<file path="src/rtl/debounce_pkg.sv">
// rtl/debounce_pkg.sv - shared constants, counter-width helper and counter type for debounce_bank
package debounce_pkg;

    // Counter only has to reach LIMIT-1, so one bit is enough for LIMIT of 1 or 2.
    function automatic int unsigned cnt_width(input int unsigned limit);
        return (limit <= 1) ? 1 : $clog2(limit);
    endfunction

    localparam int unsigned DEFAULT_LIMIT = 20;
    localparam int unsigned DEFAULT_CNT_W = cnt_width(DEFAULT_LIMIT);

    typedef logic [DEFAULT_CNT_W-1:0] cnt_t;

endpackage

</file>
<file path="src/rtl/debounce_ch.sv">
// rtl/debounce_ch.sv - one debounce channel: optional 2-flop sync (DEBOUNCE_SYNC_EN), run counter, level, strobes
module debounce_ch
    import debounce_pkg::*;
#(
    parameter int   LIMIT       = DEFAULT_LIMIT,
    parameter logic RESET_LEVEL = 1'b0
) (
    input  logic clk,
    input  logic rst,
    input  logic i_bouncy,
    output logic o_level,
    output logic o_rise,
    output logic o_fall,
    output logic o_edge_nxt
);

    localparam int CW = cnt_width(LIMIT);
    typedef logic [CW-1:0] ch_cnt_t;
    localparam ch_cnt_t CNT_MAX = ch_cnt_t'(LIMIT - 1);

    logic    w_s;
    logic    r_level;
    logic    r_rise;
    logic    r_fall;
    ch_cnt_t r_cnt;
    logic    w_level_nxt;
    logic    w_rise_nxt;
    logic    w_fall_nxt;
    ch_cnt_t w_cnt_nxt;

`ifdef DEBOUNCE_SYNC_EN
    logic r_sync1;
    logic r_sync2;

    always_ff @(posedge clk) begin
        if (rst) begin
            r_sync1 <= RESET_LEVEL;
            r_sync2 <= RESET_LEVEL;
        end else begin
            r_sync1 <= i_bouncy;
            r_sync2 <= r_sync1;
        end
    end

    assign w_s = r_sync2;
`else
    assign w_s = i_bouncy;
`endif

    // A matching sample restarts the run; commit only while the input still differs.
    always_comb begin
        w_level_nxt = r_level;
        w_cnt_nxt   = r_cnt;
        w_rise_nxt  = 1'b0;
        w_fall_nxt  = 1'b0;
        if (w_s == r_level) begin
            w_cnt_nxt = '0;
        end else if (r_cnt == CNT_MAX) begin
            w_level_nxt = w_s;
            w_cnt_nxt   = '0;
            w_rise_nxt  = w_s;
            w_fall_nxt  = ~w_s;
        end else begin
            w_cnt_nxt = r_cnt + 1'b1;
        end
    end

    always_ff @(posedge clk) begin
        if (rst) begin
            r_level <= RESET_LEVEL;
            r_cnt   <= '0;
            r_rise  <= 1'b0;
            r_fall  <= 1'b0;
        end else begin
            r_level <= w_level_nxt;
            r_cnt   <= w_cnt_nxt;
            r_rise  <= w_rise_nxt;
            r_fall  <= w_fall_nxt;
        end
    end

    assign o_level    = r_level;
    assign o_rise     = r_rise;
    assign o_fall     = r_fall;
    assign o_edge_nxt = w_rise_nxt | w_fall_nxt;

endmodule

</file>
<file path="src/rtl/debounce_bank.sv">
// rtl/debounce_bank.sv - NUM_CH-channel debouncer with per-channel rise/fall strobes and a shared edge flag
module debounce_bank
    import debounce_pkg::*;
#(
    parameter int   NUM_CH         = 4,
    parameter int   DEBOUNCE_LIMIT = 20,
    parameter logic RESET_LEVEL    = 1'b0
) (
    input  logic              clk,
    input  logic              rst,
    input  logic [NUM_CH-1:0] i_bouncy,
    output logic [NUM_CH-1:0] o_debounced,
    output logic [NUM_CH-1:0] o_rise,
    output logic [NUM_CH-1:0] o_fall,
    output logic              o_any_edge
);

    logic [NUM_CH-1:0] w_edge_nxt;
    logic              r_any_edge;

    for (genvar g = 0; g < NUM_CH; g++) begin : g_ch
        debounce_ch #(
            .LIMIT       (DEBOUNCE_LIMIT),
            .RESET_LEVEL (RESET_LEVEL)
        ) u_ch (
            .clk        (clk),
            .rst        (rst),
            .i_bouncy   (i_bouncy[g]),
            .o_level    (o_debounced[g]),
            .o_rise     (o_rise[g]),
            .o_fall     (o_fall[g]),
            .o_edge_nxt (w_edge_nxt[g])
        );
    end

    // Built from next-state strobes so the flag lands in the same cycle as o_rise/o_fall.
    always_ff @(posedge clk) begin
        if (rst) begin
            r_any_edge <= 1'b0;
        end else begin
            r_any_edge <= |w_edge_nxt;
        end
    end

    assign o_any_edge = r_any_edge;

endmodule

</file>
<file path="config.mk">
export PLATFORM = sky130hd
export DESIGN_NAME = debounce_bank
export DESIGN_NICKNAME = d
export VERILOG_FILES = /design/src/rtl/debounce_pkg.sv /design/src/rtl/debounce_ch.sv /design/src/rtl/debounce_bank.sv
export SDC_FILE = /design/constraint.sdc
export NUM_CORES = 1
export LEC_CHECK = 0
export ABC_AREA = 0
export CAP_MARGIN = 5
export CORE_MARGIN = 1.5
export CORE_UTILIZATION = 30
export DETAILED_ROUTE_END_ITERATION = 10
export DONT_BUFFER_PORTS = 1
export GPL_ROUTABILITY_DRIVEN = 0
export PLACE_DENSITY_LB_ADDON = 0.05
export SLEW_MARGIN = 20
export SYNTH_ARGS = -nofsm -noshare
export SYNTH_HDL_FRONTEND = slang
export SYNTH_HIERARCHICAL = 1
export SYNTH_SLANG_ARGS = --single-unit
export TNS_END_PERCENT = 20
</file>
<file path="constraint.sdc">
create_clock -name clk -period 1.4 [get_ports clk]
set_input_delay 0.28 -clock clk [delete_from_list [all_inputs] [get_ports clk]]
set_output_delay 0.28 -clock clk [all_outputs]
set_load 0.03 [all_outputs]
</file>
==> results of run 1 <==
[routing by layer]
layer	vias to the layer above	part of all wire, %
met4	0	1.9
met2	20	44
met3	7	8.8
li1	508	-
met1	452	45
met5	-	0
[power breakdown]
group	internal (mW)	total [mW]	switching, mW
logic	0.0263	0.0493	0.0230
registers	0.950	0.959	0.00832
clock network	0.353	0.675	0.322
[logic make-up (layout without fill, tap and decap cells)]
group,count (synthesis),count (layout)
and+or+nand+nor,66,66
adders and majority gates,4,4
AOI/OAI and AO/OA,12,12
xor gates and xnor gates,12,12
DFF,33,33
buffers and inverters,8,24
[registers in the layout, summed over array words and instances (netlist names)]
register,cells
g_ch.u_ch/r_cnt,20
g_ch.u_ch/o_fall,4
g_ch.u_ch/o_level,4
g_ch.u_ch/o_rise,4
o_any_edge,1
[metrics by stage]
| stage | utilization (%) | instance area (um^2) |
|---|---|---|
| after global routing | 36.3 | 1570 |
| after global placement | 33.8 | 1460 |
| final | 36.3 | 1570 |
| after CTS | 35.6 | 1540 |
| after detailed placement | 33.8 | 1460 |
| after floorplan | - | 1340 |
[cell type report]
cell class                      instances  area, um^2
Clock buffer                            8        80.1
Fill cell                             459        2760
Inverter                                8        30.0
Multi-Input combinational cell         94         672
Sequential cell                        33         661
Tap cell                               52        65.1
Timing Repair Buffer                    8        60.1
[what timing repair did]
item | CTS | global route
endpoints found under the setup margin | 0 | 12
gates resized for setup | 0 | 6
endpoints found under the hold margin | 0 | 0
[how the worst max path moves through the flow]
| stage | endpoint | slack [ps] | cells past startpoint |
|---|---|---|---|
| after floorplan | o_any_edge | 170 | 4 |
| after global placement | g_ch[2].u_ch/r_cnt[3] | 90 | 4 |
| after detailed placement | g_ch[2].u_ch/r_cnt[3] | 80 | 4 |
| after CTS | g_ch[2].u_ch/r_cnt[3] | 70 | 4 |
| after global routing | g_ch[1].u_ch/r_cnt[2] | 10 | 4 |
| final | g_ch[1].u_ch/r_cnt[2] | 80 | 4 |
[cell usage in the layout (no fill, tap or decap), drive strengths merged]
| master | Yosys | routed |
|---|---|---|
| a21oi | 4 | 4 |
| a311oi | 4 | 4 |
| buf | 0 | 8 |
| clkbuf | 0 | 8 |
| dfxtp | 33 | 33 |
| ha | 4 | 4 |
| inv | 8 | 8 |
| nand2 | 8 | 8 |
| nand3 | 4 | 4 |
| nand3b | 4 | 4 |
| nand4b | 4 | 4 |
| nand4bb | 4 | 4 |
| nor2 | 21 | 21 |
| nor2b | 4 | 4 |
| nor4 | 5 | 5 |
| nor4b | 4 | 4 |
| nor4bb | 4 | 4 |
| o21ai | 4 | 4 |
| or3 | 4 | 4 |
| xnor2 | 8 | 8 |
| xor2 | 4 | 4 |
[worst max-delay path, stage by stage, from the launching register on]
cell	delay, ps
dfxtp_1	320
ha_1	230
nor4bb_2	190
or3_4	400
nor2_1	120
==> metrics, run 1 <==
share of cells above drive strength 1 15.2%; Non-Filler Instances 203; met1 Track Usage GR 13.5%; gr ovfl total 0; Synth area leaders dfxtp_1 (49%), nor2_1 (5.9%), xnor2_1 (5.2%); most instantiated library cell after synthesis dfxtp_1; Critical R2R Launch g_ch[1].u_ch/r_cnt[0]; Synth Cell Area ~1300 um^2; Most used DFF post-synth dfxtp_1; fin worst setup slack just under 80 ps; pin count of the biggest net entering global routing 22; grt met3 use 6.69%; ANT nets after route 0; post-synthesis sequential area ratio 49.4%; Commonest cells post-synth dfxtp_1 (33), nor2_1 (21), inv_1 (8), nand2_1 (8), xnor2_1 (8); Num CTS Buffers 5; type of destination of the critical path register; Worst Skew slightly below 3 ps; Diodes inserted 0; Worst R2R Setup Slack 80 ps; Hold Buf Count CTS 0; DP Cell Count 195; area share of xor/xnor cells in the synthesized design 7.87%; # DRC 0; Final Cycle Share 94.5%; CTS Buffer Depth 2; Synth top area share about half; Critical Path AT 1540 ps; Compound-Gate Fraction of Synth Area 5.62%; Core Rows 24; GRT busiest layer met2; MaxCap Viol Count 0; Placeable Area 4320 um^2; root buf cell clkbuf_8; initial core utilization 30.9%; status completed; GRT met2 Usage 15.4%; Routed WL per cell 12.3 um; setup TNS 0 ps; initial DRC count 48; Final setup violation count 0; global-route wire length before repair about 4100 um; die area 4860 um^2; Via density roughly 4.9; final hold violation count 0; RSZ-0062 raised after global routing no; multiplexer share of the synthesized area 0%; Yosys cell types 19; crit start category register; CTS tree built; R2R cell count 4; clock latency at the later pin of the worst-skew pair 280 ps; Pleak approximately 0.51 nW; drt pass-1 iters 4; Syn Nets ~150; Total GRT Usage 11.0%; asr flop ratio synth 0%; IO Pins 19; HPWL Detailed 1750 um; min-delay worst type in2reg; R2R Path End g_ch[1].u_ch/r_cnt[2]; Hold Path Depth 1; number of global-route vias before repair approximately 860; synthesis-to-finish area growth 17.3%; Max Freq 0.756 GHz; clk slew on worst S/H paths 60 ps; H-tree levels 2; Pwr Density 1070 nW/um^2; Worst EP required 1620 ps; Setup Buffers After CTS 0; Mapped Cells between 100 and 150; Setup CP Type reg2reg; worst-path maximum fanout 4; critical hold path startpoint rst; CTS Sinks 33; VDD IR max 0.000379 V; pre-CTS setup slack 78.0 ps; number of I/O port buffers 0; flops & latches, synth 33; Synth Area in Simple Gates 31.1%; leading area contributor after synthesis dfxtp_1; Hold EP g_ch[1].u_ch/r_cnt[4]; post-synthesis adder-cell area fraction 3.75%; Synth warnings 6; Detailed Route WL 2490 um; largest family of logic cells by synthesized area simple AND/OR/NAND/NOR gates; Final Max Tran Viols 0; Die Wd around 70 um; hold_ws between 60 and 70 ps; initial antenna violation count 0; minimum clock period 1320 ps; detailed-route via count 987; Worst slew margin 76.1%; fin nets 160; Pwr Total 1.68 mW; syn_area_per_cell a little under 10 um^2; Worst Max-Slew Pin Slew 356 ps; Post-synth EDFFs 0; chip height roughly 70 um; Crit. Startpoint g_ch[1].u_ch/r_cnt[0]
Note: power is estimated with default switching activity, not from simulation.
==> run 2, diff against run 1 <==
--- a/config.mk
+++ b/config.mk
@@ -12,6 +12,7 @@
 export DETAILED_ROUTE_END_ITERATION = 10
 export DONT_BUFFER_PORTS = 1
 export GPL_ROUTABILITY_DRIVEN = 0
+export MAX_ROUTING_LAYER = met4
 export PLACE_DENSITY_LB_ADDON = 0.05
 export SLEW_MARGIN = 20
 export SYNTH_ARGS = -nofsm -noshare
==> metrics, run 2 (synthesis results as in run 1) <==
R2R cell count 4; clock latency at the later pin of the worst-skew pair 280 ps; type of destination of the critical path register; share of cells above drive strength 1 around 16%; Fillers 458; Diodes inserted 0; global-route wire length before repair 4160 um; drt pass-1 iters 4; initial DRC count 46; Total GRT Usage 11.4%; Core Rows 24; Num CTS Buffers 5; chip height around 70 um; Worst R2R Setup Slack roughly 77 ps; die area 4860 um^2; DP Cell Count a little under 200; Cell Chain, Critical Path ha_1, nor4bb_2, or3_4, nor2_1; gr ovfl total 0; Pleak 0.506 nW; Pwr Total 1.68 mW; Worst EP required 1620 ps; worst-path maximum fanout 4; root buf cell clkbuf_8; H-tree levels 2; Final Cycle Share approximately 95%; VDD IR max 0.000410 V; Hold Buf Count CTS 0; fin nets 160; Placeable Area 4320 um^2; minimum clock period 1320 ps; HPWL Detailed between 1500 and 2000 um; Non-Filler Instances 203; Worst slew margin 73.2%; CTS Sinks 33; Via density just under 5; most flop-heavy register g_ch.u_ch/r_cnt; Routed WL per cell 12.3 um; RSZ-0062 raised after global routing no; number of global-route vias before repair between 800 and 900; hold_ws roughly 65 ps; Setup CP Type reg2reg; Setup Buffers After CTS 0; Detailed Route WL 2500 um; CP max stage cell or3_4; setup TNS 0 ps; clk slew on worst S/H paths 60 ps; slowest stage delay, CP 400 ps; Pwr Density 1070 nW/um^2; crit start category register; Worst Skew 2.40 ps; IO Pins 19; CTS tree built; Final Max Tran Viols 0; final hold violation count 0; Critical Path AT 1540 ps; most common cell after layout, fill and taps aside dfxtp_1; min-delay worst type in2reg; Die Wd 69.7 um; max reg flops 20; pin count of the biggest net entering global routing 22; CTS Buffer Depth 2; Final setup violation count 0; ANT nets after route 0; Max Freq roughly 0.76 GHz; status completed; # DRC 0; MaxCap Viol Count 0; Hold Path Depth 1; detailed-route via count 997; Worst Max-Slew Pin Slew 400 ps; CTS resizes 0; initial core utilization 30.9%; initial antenna violation count 0; most frequent cells in the layout dfxtp_1 (33), nor2_1 (21); synthesis-to-finish area growth 17.8%; number of I/O port buffers 0
run 2: final cells by class:
class / count / area (um^2) / share of cell area, %
sequential: 33 / 661 / 42.0
clock buffer: 8 / 80.1 / 5.09
multi-input combinational: 94 / 678 / 43.1
timing repair buffer: 8 / 60.1 / 3.82
inverter: 8 / 30.0 / 1.91
tap: 52 / 65.1 / 4.13
run 2: per-layer routing:
| metal | vias up | global-route usage, % | share of wire, % |
|---|---|---|---|
| met5 | - | - | 0 |
| met3 | 7 | 6.69 | 8.7 |
| met1 | 463 | 13.7 | 45 |
| met2 | 20 | 15.3 | 44 |
| li1 | 507 | - | - |
| met4 | 0 | 5.13 | 1.9 |
run 2: where the power goes:
part / internal, mW / switching (mW) / total [mW]
combinational: 0.0264 / 0.0233 / 0.0497
sequential: 0.950 / 0.00832 / 0.959
clock: 0.353 / 0.323 / 0.676
total: 1.33 / 0.355 / 1.68
run 2: final timing paths:
| check | from | endpoint |
|---|---|---|
| worst max-delay path | g_ch[1].u_ch/r_cnt[0] | g_ch[1].u_ch/r_cnt[2] |
| worst min-delay path | rst | g_ch[1].u_ch/r_cnt[4] |
| worst max register to register | g_ch[1].u_ch/r_cnt[0] | g_ch[1].u_ch/r_cnt[2] |
| worst min register to register | g_ch[1].u_ch/r_cnt[0] | g_ch[1].u_ch/r_cnt[0] |
run 2: worst max-delay path, delay by kind of cell, from the launching register on:
family | cells | cell delay (ps)
adders and majority gates | 1 | 230
and+or+nand+nor | 3 | 710
DFF | 1 | 320
run 2: per-stage QoR:
step | worst slack, ps | util [%] | cell area (um^2)
floorplan | 167 | - | 1340
CTS | 69.6 | 35.6 | 1540
global placement | 86.2 | 33.8 | 1460
finish | 76.9 | 36.4 | 1570
detailed placement | 78.0 | 33.8 | 1460
global route | 10.3 | 36.4 | 1570
==> run 3, diff against run 2 <==
--- a/config.mk
+++ b/config.mk
@@ -14,6 +14,7 @@
 export GPL_ROUTABILITY_DRIVEN = 0
 export MAX_ROUTING_LAYER = met4
 export PLACE_DENSITY_LB_ADDON = 0.05
+export REMOVE_ABC_BUFFERS = 1
 export SLEW_MARGIN = 20
 export SYNTH_ARGS = -nofsm -noshare
 export SYNTH_HDL_FRONTEND = slang
==> constraint.sdc (replaced) <==
create_clock -name clk -period 1.35 [get_ports clk]
set_input_delay 0.27 -clock clk [delete_from_list [all_inputs] [get_ports clk]]
set_output_delay 0.27 -clock clk [all_outputs]
set_load 0.03 [all_outputs]
==> metrics, run 3 (synthesis results as in run 1) <==
Final Max Tran Viols 0; Worst Max-Slew Pin Slew 363 ps; most flop-heavy register g_ch.u_ch/r_cnt; min-delay worst type in2reg; fin nets 163; CTS tree built; HPWL Detailed 1760 um; Total GRT Usage 11.3%; Routed WL per cell 12.3 um; Die Wd 69.7 um; Core Rows 24; status completed; clock latency at the later pin of the worst-skew pair 280 ps; VDD IR max between 0.0004 and 0.0005 V; root buf cell clkbuf_8; Via density a little under 5; Worst EP required 1570 ps; GRT met2 Usage between 10% and 20%; clock power share 41.3%; clk slew on worst S/H paths 70 ps; most common cell after layout, fill and taps aside dfxtp_1; minimum clock period roughly 1300 ps; ANT nets after route 0; setup TNS 0 ps; Pwr Density 1120 nW/um^2; hold_ws 50.2 ps; IO Pins 19; gr ovfl total 0; most frequent cells in the layout dfxtp_1 (33), nor2_1 (21), buf_4 (11); Worst Skew 5.51 ps; # DRC 0; Num CTS Buffers 5; global-route wire length before repair 4150 um; Fillers 457; initial antenna violation count 0; Net Sw Frac around a fifth; Final Cycle Share between 90% and 100%; type of destination of the critical path register; Worst slew margin 75.7%; internal power roughly 1.4 mW; final hold violation count 0; MaxCap Viol Count 0; Max Freq 0.777 GHz; max reg flops 20; Hold Path Depth 1; Seq pwr share about 56%; CTS resizes 0; Non-Filler Instances 205; Diodes inserted 0; switching power 0.372 mW; H-tree levels 2; worst-path maximum fanout 4; R2R cell count 4; Final setup violation count 0; detailed-route via count 993; Detailed Route WL around 2500 um; combinational cell fraction of total power 3.1%; Pleak around 0.53 nW; Finished Core Util 37.2%; drt pass-1 iters 2; Placeable Area 4320 um^2; Setup CP Type reg2reg; die area 4860 um^2; Critical Path AT 1510 ps; Worst R2R Setup Slack 60 ps; initial DRC count 47; RSZ-0062 raised after global routing yes; Hold Buf Count CTS 0; synthesis-to-finish area growth 20.2%; number of global-route vias before repair 952; crit start category register; GRT busiest layer met2; met1 Track Usage GR approximately an eighth; CTS Buffer Depth 2; DP Cell Count 198; initial core utilization 30.9%; number of I/O port buffers 0; grt met3 use 6.25%; share of cells above drive strength 1 roughly 18%; pin count of the biggest net entering global routing 22; chip height 69.7 um; Setup Buffers After CTS 0; CTS Sinks 33
==> run 3: layout make-up <==
class	instances	area [um^2]	share of cell area, %
repair buffers	11	82.6	5.14
flip-flops and latches	33	661	41.1
multi-input cells	94	682	42.4
well taps	52	65.1	4.05
clock buffers	7	86.3	5.37
inverters	8	30.0	1.87
==> run 3: power by group through the flow <==
stage	combinational (mW)	clock [mW]	sequential, mW
after global placement	0.0539	0	1.02
after global routing	0.0628	0.812	0.997
final	0.0553	0.741	0.996
after detailed placement	0.0542	0	1.02
after CTS	0.0549	0.776	0.994
after floorplan	0.0411	0	1.01
==> run 3: per-layer routing <==
metal,vias up,wire [um]
li1,514,-
met5,-,0
met1,459,1170
met4,0,17
met3,2,187
met2,18,1140
==> run 3: worst paths after layout <==
path | start | end
setup / recovery | g_ch[1].u_ch/r_cnt[0] | g_ch[1].u_ch/r_cnt[2]
hold / removal | rst | g_ch[1].u_ch/r_cnt[4]
setup reg to reg | g_ch[1].u_ch/r_cnt[0] | g_ch[1].u_ch/r_cnt[2]
hold reg to reg | g_ch[1].u_ch/r_cnt[0] | g_ch[1].u_ch/r_cnt[0]
==> run 3: per-stage QoR <==
stage / worst slack (ps) / power (mW) / instance area (um^2)
after floorplan: 117 / 1.06 / 1340
after global placement: 80.1 / 1.07 / 1480
after detailed placement: 52.2 / 1.07 / 1480
after CTS: 41.1 / 1.82 / 1570
after global routing: -9.22 / 1.87 / 1610
final: 63.3 / 1.79 / 1610
==> run 3: critical path: stages (launching register included) <==
cell and delay (ps):
dfxtp_1 330, ha_1 220, nor4bb_2 180, or3_4 400, nor2_1 100
